===== src/rtl/sys_io_pkg.sv =====
// rtl/sys_io_pkg.sv - shared constants, FSM states and packet struct for the controller receiver (CONTROLLER_CHECKSUM_EN adds the CSUM state)
package sys_io_pkg;

    // Framing byte that starts every controller packet
    localparam logic [7:0] SYNC_BYTE = 8'hA5;

    typedef enum logic [2:0] {
        ST_HUNT = 3'd0,
        ST_BTN  = 3'd1,
        ST_JX   = 3'd2,
`ifdef CONTROLLER_CHECKSUM_EN
        ST_JY   = 3'd3,
        ST_CSUM = 3'd4
`else
        ST_JY   = 3'd3
`endif
    } state_t;

    typedef struct packed {
        logic [7:0] buttons;
        logic [7:0] joystick_x;
        logic [7:0] joystick_y;
    } controller_t;

    // No buttons pressed, both axes centred
    localparam controller_t CONTROLLER_RESET = '{
        buttons:    8'h00,
        joystick_x: 8'h80,
        joystick_y: 8'h80
    };

endpackage


===== src/rtl/spi_byte_rx.sv =====
// rtl/spi_byte_rx.sv - synchronizes the serial clock/data pair and assembles MSB-first bytes
module spi_byte_rx #(
    parameter int SYNC_STAGES = 2
) (
    input  logic       clk_in,
    input  logic       rst_in,
    input  logic       chip_clk_raw,
    input  logic       chip_data_raw,
    input  logic       clear_bits,
    output logic       clk_edge,
    output logic [2:0] bit_count,
    output logic [7:0] byte_data,
    output logic       byte_done
);

    logic [SYNC_STAGES-1:0] clk_sync;
    logic [SYNC_STAGES-1:0] data_sync;
    logic                   clk_s;
    logic                   data_s;
    logic                   clk_prev;
    logic [7:0]             shift_q;

    // Multi-flop synchronizers; the raw pins feed nothing but stage 0
    always_ff @(posedge clk_in or posedge rst_in) begin
        if (rst_in) begin
            clk_sync  <= '0;
            data_sync <= '0;
        end else begin
            clk_sync[0]  <= chip_clk_raw;
            data_sync[0] <= chip_data_raw;
            for (int i = 1; i < SYNC_STAGES; i++) begin
                clk_sync[i]  <= clk_sync[i-1];
                data_sync[i] <= data_sync[i-1];
            end
        end
    end

    assign clk_s  = clk_sync[SYNC_STAGES-1];
    assign data_s = data_sync[SYNC_STAGES-1];

    // Previous synchronized clock level for rising-edge detection
    always_ff @(posedge clk_in or posedge rst_in) begin
        if (rst_in) begin
            clk_prev <= 1'b0;
        end else begin
            clk_prev <= clk_s;
        end
    end

    assign clk_edge = clk_s & ~clk_prev;

    // Shift in one bit per edge; an edge wins over a concurrent clear request
    always_ff @(posedge clk_in or posedge rst_in) begin
        if (rst_in) begin
            shift_q   <= 8'h00;
            bit_count <= 3'd0;
            byte_data <= 8'h00;
            byte_done <= 1'b0;
        end else begin
            byte_done <= 1'b0;
            if (clk_edge) begin
                shift_q   <= {shift_q[6:0], data_s};
                bit_count <= bit_count + 3'd1;
                if (bit_count == 3'd7) begin
                    byte_data <= {shift_q[6:0], data_s};
                    byte_done <= 1'b1;
                end
            end else if (clear_bits) begin
                bit_count <= 3'd0;
            end
        end
    end

endmodule


===== src/rtl/controller_spi_rx.sv =====
// rtl/controller_spi_rx.sv - controller packet framer with idle timeout and atomic commit (CONTROLLER_CHECKSUM_EN enables checksum byte)
module controller_spi_rx
    import sys_io_pkg::*;
#(
    parameter int SYNC_STAGES    = 2,
    parameter int TIMEOUT_CYCLES = 100000
) (
    input  logic       clk_in,
    input  logic       rst_in,
    input  logic       chip_clk_raw,
    input  logic       chip_data_raw,
    output logic [7:0] buttons,
    output logic [7:0] joystick_x,
    output logic [7:0] joystick_y,
    output logic       packet_valid,
    output logic [7:0] last_raw_byte,
    output logic       frame_error
);

    localparam int                IDLE_W   = $clog2(TIMEOUT_CYCLES + 1);
    localparam logic [IDLE_W-1:0] IDLE_MAX = IDLE_W'(TIMEOUT_CYCLES);

    state_t            state;
    state_t            state_next;
    logic              clk_edge;
    logic [2:0]        bit_count;
    logic [7:0]        rx_byte;
    logic              byte_done;
    logic [IDLE_W-1:0] idle_cnt;
    logic              timeout_abort;
    logic              cap_btn;
    logic              cap_jx;
    logic              commit;
    controller_t       commit_value;
    controller_t       committed;
    logic [7:0]        shadow_btn;
    logic [7:0]        shadow_jx;
`ifdef CONTROLLER_CHECKSUM_EN
    logic              cap_jy;
    logic              csum_bad;
    logic [7:0]        shadow_jy;
`endif

    spi_byte_rx #(
        .SYNC_STAGES (SYNC_STAGES)
    ) u_byte_rx (
        .clk_in        (clk_in),
        .rst_in        (rst_in),
        .chip_clk_raw  (chip_clk_raw),
        .chip_data_raw (chip_data_raw),
        .clear_bits    (timeout_abort),
        .clk_edge      (clk_edge),
        .bit_count     (bit_count),
        .byte_data     (rx_byte),
        .byte_done     (byte_done)
    );

    // Idle counter: cleared by every serial clock edge, saturates at the timeout
    always_ff @(posedge clk_in or posedge rst_in) begin
        if (rst_in) begin
            idle_cnt <= '0;
        end else if (clk_edge) begin
            idle_cnt <= '0;
        end else if (idle_cnt != IDLE_MAX) begin
            idle_cnt <= idle_cnt + 1'b1;
        end
    end

    // Abort only when something is in flight; a same-cycle edge keeps the transfer alive
    assign timeout_abort = (idle_cnt == IDLE_MAX) && !clk_edge &&
                           ((bit_count != 3'd0) || (state != ST_HUNT));

    // State register
    always_ff @(posedge clk_in or posedge rst_in) begin
        if (rst_in) begin
            state <= ST_HUNT;
        end else begin
            state <= state_next;
        end
    end

    // Next state, shadow capture strobes and commit decision
    always_comb begin
        state_next   = state;
        cap_btn      = 1'b0;
        cap_jx       = 1'b0;
        commit       = 1'b0;
`ifdef CONTROLLER_CHECKSUM_EN
        cap_jy       = 1'b0;
        csum_bad     = 1'b0;
        commit_value = '{buttons: shadow_btn, joystick_x: shadow_jx, joystick_y: shadow_jy};
`else
        commit_value = '{buttons: shadow_btn, joystick_x: shadow_jx, joystick_y: rx_byte};
`endif
        if (byte_done) begin
            case (state)
                ST_HUNT: begin
                    if (rx_byte == SYNC_BYTE) begin
                        state_next = ST_BTN;
                    end
                end
                ST_BTN: begin
                    cap_btn    = 1'b1;
                    state_next = ST_JX;
                end
                ST_JX: begin
                    cap_jx     = 1'b1;
                    state_next = ST_JY;
                end
`ifdef CONTROLLER_CHECKSUM_EN
                ST_JY: begin
                    cap_jy     = 1'b1;
                    state_next = ST_CSUM;
                end
                ST_CSUM: begin
                    if (rx_byte == (shadow_btn ^ shadow_jx ^ shadow_jy)) begin
                        commit = 1'b1;
                    end else begin
                        csum_bad = 1'b1;
                    end
                    state_next = ST_HUNT;
                end
`else
                ST_JY: begin
                    commit     = 1'b1;
                    state_next = ST_HUNT;
                end
`endif
                default: begin
                    state_next = ST_HUNT;
                end
            endcase
        end else if (timeout_abort) begin
            state_next = ST_HUNT;
        end
    end

    // Shadow registers hold the packet until it is complete
    always_ff @(posedge clk_in or posedge rst_in) begin
        if (rst_in) begin
            shadow_btn <= 8'h00;
            shadow_jx  <= 8'h00;
`ifdef CONTROLLER_CHECKSUM_EN
            shadow_jy  <= 8'h00;
`endif
        end else begin
            if (cap_btn) begin
                shadow_btn <= rx_byte;
            end
            if (cap_jx) begin
                shadow_jx <= rx_byte;
            end
`ifdef CONTROLLER_CHECKSUM_EN
            if (cap_jy) begin
                shadow_jy <= rx_byte;
            end
`endif
        end
    end

    // Visible outputs: whole-packet commit, raw byte mirror and status pulses
    always_ff @(posedge clk_in or posedge rst_in) begin
        if (rst_in) begin
            committed     <= CONTROLLER_RESET;
            last_raw_byte <= 8'h00;
            packet_valid  <= 1'b0;
            frame_error   <= 1'b0;
        end else begin
            packet_valid <= commit;
`ifdef CONTROLLER_CHECKSUM_EN
            frame_error  <= timeout_abort | csum_bad;
`else
            frame_error  <= timeout_abort;
`endif
            if (commit) begin
                committed <= commit_value;
            end
            if (byte_done) begin
                last_raw_byte <= rx_byte;
            end
        end
    end

    assign buttons    = committed.buttons;
    assign joystick_x = committed.joystick_x;
    assign joystick_y = committed.joystick_y;

endmodule


===== config.mk =====
export PLATFORM = sky130hd
export DESIGN_NAME = controller_spi_rx
export DESIGN_NICKNAME = d
export VERILOG_FILES = /design/src/rtl/sys_io_pkg.sv /design/src/rtl/spi_byte_rx.sv /design/src/rtl/controller_spi_rx.sv
export SDC_FILE = /design/constraint.sdc
export NUM_CORES = 1
export LEC_CHECK = 0
export CORE_ASPECT_RATIO = 1.5
export CORE_MARGIN = 5
export CORE_UTILIZATION = 45
export CTS_BUF_LIST = sky130_fd_sc_hd__clkbuf_2 sky130_fd_sc_hd__clkbuf_4 sky130_fd_sc_hd__clkbuf_8
export DETAILED_ROUTE_END_ITERATION = 10
export GPL_ROUTABILITY_DRIVEN = 0
export PLACE_DENSITY = 0.65
export SETUP_SLACK_MARGIN = 0.4
export SYNTH_ARGS = -nofsm -noshare
export SYNTH_HDL_FRONTEND = slang
export SYNTH_SLANG_ARGS = --single-unit

===== constraint.sdc =====
create_clock -name clk_in -period 4.42 [get_ports clk_in]
set_input_delay 0.442 -clock clk_in [delete_from_list [all_inputs] [get_ports clk_in]]
set_output_delay 0.442 -clock clk_in [all_outputs]
set_load 0.01 [all_outputs]

After elaboration in Yosys (flattened, before gate mapping)

Cells that the tools add are included.
Widths: inputs -> output; s select.

Bitwise logic cells: 2
Add/subtract/negate cells: 2
Eq/ne operators: 8
Reduce and logical (&&, ||, !) cells: 12
Multiplexer cells: 15

Operators with widths:

| kind                  | count |
|---|---|
| $mux 17               | 2 |
| $add 17x1->17 const B | 1 |
| $eq 17x17->1 const B  | 1 |
| $ne 17x17->1 const B  | 1 |
| $mux 3                | 4 |
| $pmux 3 s3            | 1 |
| $eq 8x8->1 const B    | 1 |
| $mux 1                | 8 |
| $eq 3x2->1 const B    | 2 |
| $reduce_bool 2->1     | 3 |
| $reduce_bool 3->1     | 2 |
| $reduce_and 2->1      | 2 |
| $add 3x1->3 const B   | 1 |
| $eq 3x1->1 const B    | 1 |
| $eq 3x3->1 const B    | 1 |
| $logic_not 3->1       | 1 |
| $ne 3x3->1 const B    | 1 |
| $logic_and 1x1->1     | 2 |
| $and 1x1->1           | 1 |
| $logic_not 1->1       | 1 |
| $logic_or 1x1->1      | 1 |
| $not 1->1             | 1 |

Flip-flop bits (word level): 94
Input port bits: 4
Output and inout bits: 34

Logic depth before layout (Yosys ltp)

Word-level depth: 7
Mapped depth: 6
Depth with buffers taken out: 6

Hierarchy

From an unflattened synthesis, not the netlist that was laid out.

Cell total of the unflattened synthesis: 279
Area, all modules: 3,970.1 um2

Modules (own cells, without submodules):

| module            | times used | sequential area each (um2) | cells each | area an instance (um2) |
|---|---|---|---|---|
| controller_spi_rx | 1          | 1,729.2                    | 226        | 3,042.9 |
| spi_byte_rx       | 1          | 600.6                      | 53         | 927.1 |

Least setup slack after synthesis

OpenSTA, ideal clock, no wires.

Kind: register -> register
From: reg idle_cnt[0]
To: reg state[1]
Stages on the path, launching flop included: 7
Path slack: 2.963 ns
Buffers on the path: 0
Data required time: 4.283 ns
Arrival time: 1.321 ns
Cell sequence: dfrtp_1 > inv_1 > ha_1 > and4b_1 > nand4_4 > nor3_4 > o311ai_1

Longest elaborated chain between the ends: 5

RTL lines:

| item                               | RTL line                | text |
|---|---|---|
| from (decl)                        | controller_spi_rx.sv:29 | `logic [IDLE_W-1:0] idle_cnt;` |
| from (signal assigned)             | controller_spi_rx.sv:65 | `idle_cnt <= idle_cnt + 1'b1;` |
| $eq 17x17->1                       | controller_spi_rx.sv:70 | `assign timeout_abort = (idle_cnt == IDLE_MAX) && !clk_edge &&` |
| $logic_and 1x1->1 (2 in series)    | controller_spi_rx.sv:70 |  |
| net timeout_abort                  | controller_spi_rx.sv:30 | `logic timeout_abort;` |
| $reduce_bool 2->1 (no source line) | -                       |  |
| $reduce_and 2->1 (no source line)  | -                       |  |
| to (signal assigned)               | controller_spi_rx.sv:78 | `state <= state_next;` |
| to (decl)                          | controller_spi_rx.sv:23 | `state_t state;` |

The timed path passes the listed nets, and every way through them passes these cells.
A chain may end at the register's enable or synchronous reset.

Worst setup path in the final report

From: reg u_byte_rx.byte_done
To: reg committed, in the netlist joystick_x[4]

Longest elaborated chain between the ends: 1

RTL lines:

| item                   | RTL line                 | text |
|---|---|---|
| from (decl)            | spi_byte_rx.sv:13        | `output logic byte_done` |
| from (signal assigned) | spi_byte_rx.sv:58        | `byte_done <= 1'b0;` |
| from (signal assigned) | spi_byte_rx.sv:60        | `byte_done <= 1'b0;` |
| from (signal assigned) | spi_byte_rx.sv:66        | `byte_done <= 1'b1;` |
| $mux 1                 | controller_spi_rx.sv:95  | `if (byte_done) begin` |
| to (signal assigned)   | controller_spi_rx.sv:176 | `committed <= commit_value;` |
| to (decl)              | controller_spi_rx.sv:35  | `controller_t committed;` |

Every way passes these cells.

==> flow_summary_export.csv <==
group,metric,value,unit
run_status,status,"finished clean",
routing,drc,0,
floorplan,core_region_area,0.008413,mm^2
timing,fmax,0.4766,GHz
clock_network,htree_levels,3,
grt,grt_pass1_vias,2374,
critical_path,end_kind,"flip-flop",
power,seq_power_share,0.594,
grt,grt_start_max_net_pins,56,
placement,place_inst,428,
routing,post_drt_wl_per_cell,15.14,um
critical_path,worstPathRequired,4640,ps
power,combPwrFrac,0.097,
timing,setup_viol,0,
floorplan,die_w,85.90,um
synthesis,synth_area_per_cell,13.41,um^2
grt,grt_pass1_wl,11.65,mm
power,power_frac_clock,0.309,
timing,maxSlewViolCount,0,
clock_network,ctsResizeCount,0,
floorplan,die_area,0.01064,mm^2
placement,post_dp_cell_area,0.004369,mm^2
timing,rsz0062_at_grt,"no",
synthesis,async_flop_share,1.000,
synthesis,syn-cell-area,0.003889,mm^2
clock_network,cts_sinks,93,
critical_path,critPathMaxStageDelay,760,ps
routing,via_count,2292,
cells_and_area,final_cell_mix,"dfrtp_1, mux2_2, clkdlybuf4s50_1",
critical_path,critPathKind,"flip-flop to flip-flop",
grt,grt_overflow,0,
synthesis,synthCells,290,
flow_run,max_cap_violations,0,
critical_path,crit_fanout,25,
critical_path,arrival,2320,ps
timing,max_slew_margin,0.3085,
critical_path,cp_cell_sequence,"nand2_1 -> mux2_2",
placement,dp_slack,2283,ps
routing,vias_per_cell,5.174,
clock_network,cts-root-buf,"clkbuf_8",
critical_path,cp-start-kind,"flip-flop",
timing,clock_skew,8.347,ps
synthesis,synth_edf_count,0,
clock_network,cts_hold_buf,0,
cells_and_area,final_nets,345,
synthesis,yosysSeqAreaShare,0.5991,
clock_network,post_cts_buffers,0,
clock_network,cts_tree,"yes",
cells_and_area,final_common_cell,"dfrtp_1",
clock_network,clock_latency,340,ps
timing,hold_viol,0,
timing,setup_tns,0,ps
synthesis,ys_ff_latch,93,
power,p_total,1.677,mW
cells_and_area,final_cells,443,
clock_network,cts_max_path_buffers,2,
power,p_leak,2.226,nW
floorplan,start_util,0.4622,
power,switchingPower,0.4196,mW
critical_path,path_buf_inv,0,
grt,antenna_found_initial,0,
placement,io_buffers,37,
floorplan,rows,41,
clock_network,path_clk_slew,80,ps
min_path,min_path_type,"flip-flop to flip-flop",
timing,whs,359.3,ps
cells_and_area,postLayoutCoreUtil,0.5413,
synthesis,ys.flop_type,"dfrtp_1",
synthesis,yosysUniqueCellTypes,44,
placement,hpwl,4.765,mm
floorplan,die_y,123.9,um
cells_and_area,diodes,0,
grt,grt_usage,0.1420,
power,internal-power,1.258,mW
clock_network,cts-buffers-inserted,9,
routing,wl,6.708,mm
power,vdd_drop_max,0.2012,mV
critical_path,cp_slowest_cell,"nand2_1",
timing,final.min_clock_period,2098,ps
critical_path,critPathTopFamily,"simple AND/OR/NAND/NOR gates",
synthesis,yosysWarnings,0,
cells_and_area,design_area,0.004554,mm^2
timing,finalWorstSetupSlack,2322,ps
timing,tightestPinTransition,1035,ps
routing,drtAntennaViolNets,0,
timing,fin_crit_sh,0.4747,
routing,drtPass1Iterations,4,
synthesis,syn_nets,303,
power,p_sw_frac,0.2502,
cells_and_area,synthToLayoutAreaGrowth,17.12,%
cells_and_area,drive_gt1_frac,0.2619,
routing,drtIter0Drc,108,
floorplan,io_pins,38,
power,p_per_area,368.3,mW/mm^2
## power by group through the flow
stage / clock (mW) / sequential (mW) / combinational (mW)
6_report: 0.518 / 0.997 / 0.162
5_1_grt: 0.576 / 1.01 / 0.189
4_1_cts: 0.538 / 0.999 / 0.167
3_5_place_dp: 0 / 1.02 / 0.166
3_3_place_gp: 0 / 1.01 / 0.159
2_1_floorplan: 0 / 0.986 / 0.124
## synth_stat cells, types with 2 or more instances
library cell | instances | area [um^2]
and4bb_1 | 2 | 25.02
ha_1 | 9 | 112.6
clkbuf_1 | 3 | 11.26
dfstp_2 | 2 | 52.55
nand2_1 | 36 | 135.1
or4bb_1 | 2 | 22.52
dfrtp_1 | 91 | 2277
o21ai_1 | 2 | 10.01
nor2_1 | 15 | 56.30
inv_1 | 10 | 37.54
o31ai_1 | 2 | 15.01
nor4_2 | 2 | 25.02
a31oi_1 | 2 | 12.51
a41o_1 | 2 | 20.02
nand3_1 | 6 | 30.03
xnor2_1 | 7 | 61.31
nor3_1 | 3 | 15.01
xor2_1 | 2 | 17.52
a31o_1 | 3 | 26.28
mux2_2 | 56 | 630.6
a21oi_1 | 5 | 25.02
buf_2 | 4 | 20.02
nor3_4 | 3 | 48.80
## layer usage
metal / track usage / part of all wire
met5: 0 / 0
met4: 0.05347 / 0.014
met3: 0.03243 / 0.034
met2: 0.2534 / 0.54
met1: 0.1647 / 0.41
## worst reg2reg max path, cell delays in order (launching register included)
cell	delay (ps)
dfrtp_1	700
nand2_1	760
mux2_2	530
## area by class of cell
class / instances / area (um^2)
fillers: 743 / 3859
flip-flops and latches: 93 / 2330
multi-input cells: 179 / 1481
repair buffers: 39 / 385.4
clock buffers: 14 / 180.2
well taps: 107 / 133.9
inverters: 10 / 38.79
clock inverters: 1 / 5.005
## worst paths after layout
path | cells past startpoint | end | slack (ps) | from
setup / recovery | 2 | joystick_x[4]$_DFFE_PP0P_ | 2320 | u_byte_rx.byte_done$_DFF_PP0_
hold / removal | 0 | u_byte_rx.clk_sync[1]$_DFF_PP0_ | 360 | u_byte_rx.clk_sync[0]$_DFF_PP0_
setup reg to reg | 2 | joystick_x[4]$_DFFE_PP0P_ | 2320 | u_byte_rx.byte_done$_DFF_PP0_
hold reg to reg | 0 | u_byte_rx.clk_sync[1]$_DFF_PP0_ | 360 | u_byte_rx.clk_sync[0]$_DFF_PP0_
max in group asynchronous | 3 | u_byte_rx.clk_sync[1]$_DFF_PP0_ | 2810 | rst_in
min in group asynchronous | 2 | u_byte_rx.byte_data[1]$_DFFE_PP0P_ | 480 | rst_in
## kinds of logic after synthesis
kind of cell	count (synthesis)	synth area share
AO/OA/AOI/OAI	21	0.03797
AND/OR/NAND/NOR	83	0.1284
flip-flops	93	0.5991
multiplexers	57	0.1647
XOR/XNOR	9	0.02027
buffers and inverters	18	0.02059
adder cells (fa/ha/maj)	9	0.02896
## sequential cells by signal, summed over array words and instances (netlist names), 3 cells and up
signal / flops
idle_cnt: 17
buttons: 8
joystick_x: 8
joystick_y: 8
last_raw_byte: 8
shadow_btn: 8
shadow_jx: 8
u_byte_rx.byte_data: 8
u_byte_rx.shift_q: 7
u_byte_rx.bit_count: 3
Note: power is estimated with default switching activity, not from simulation.
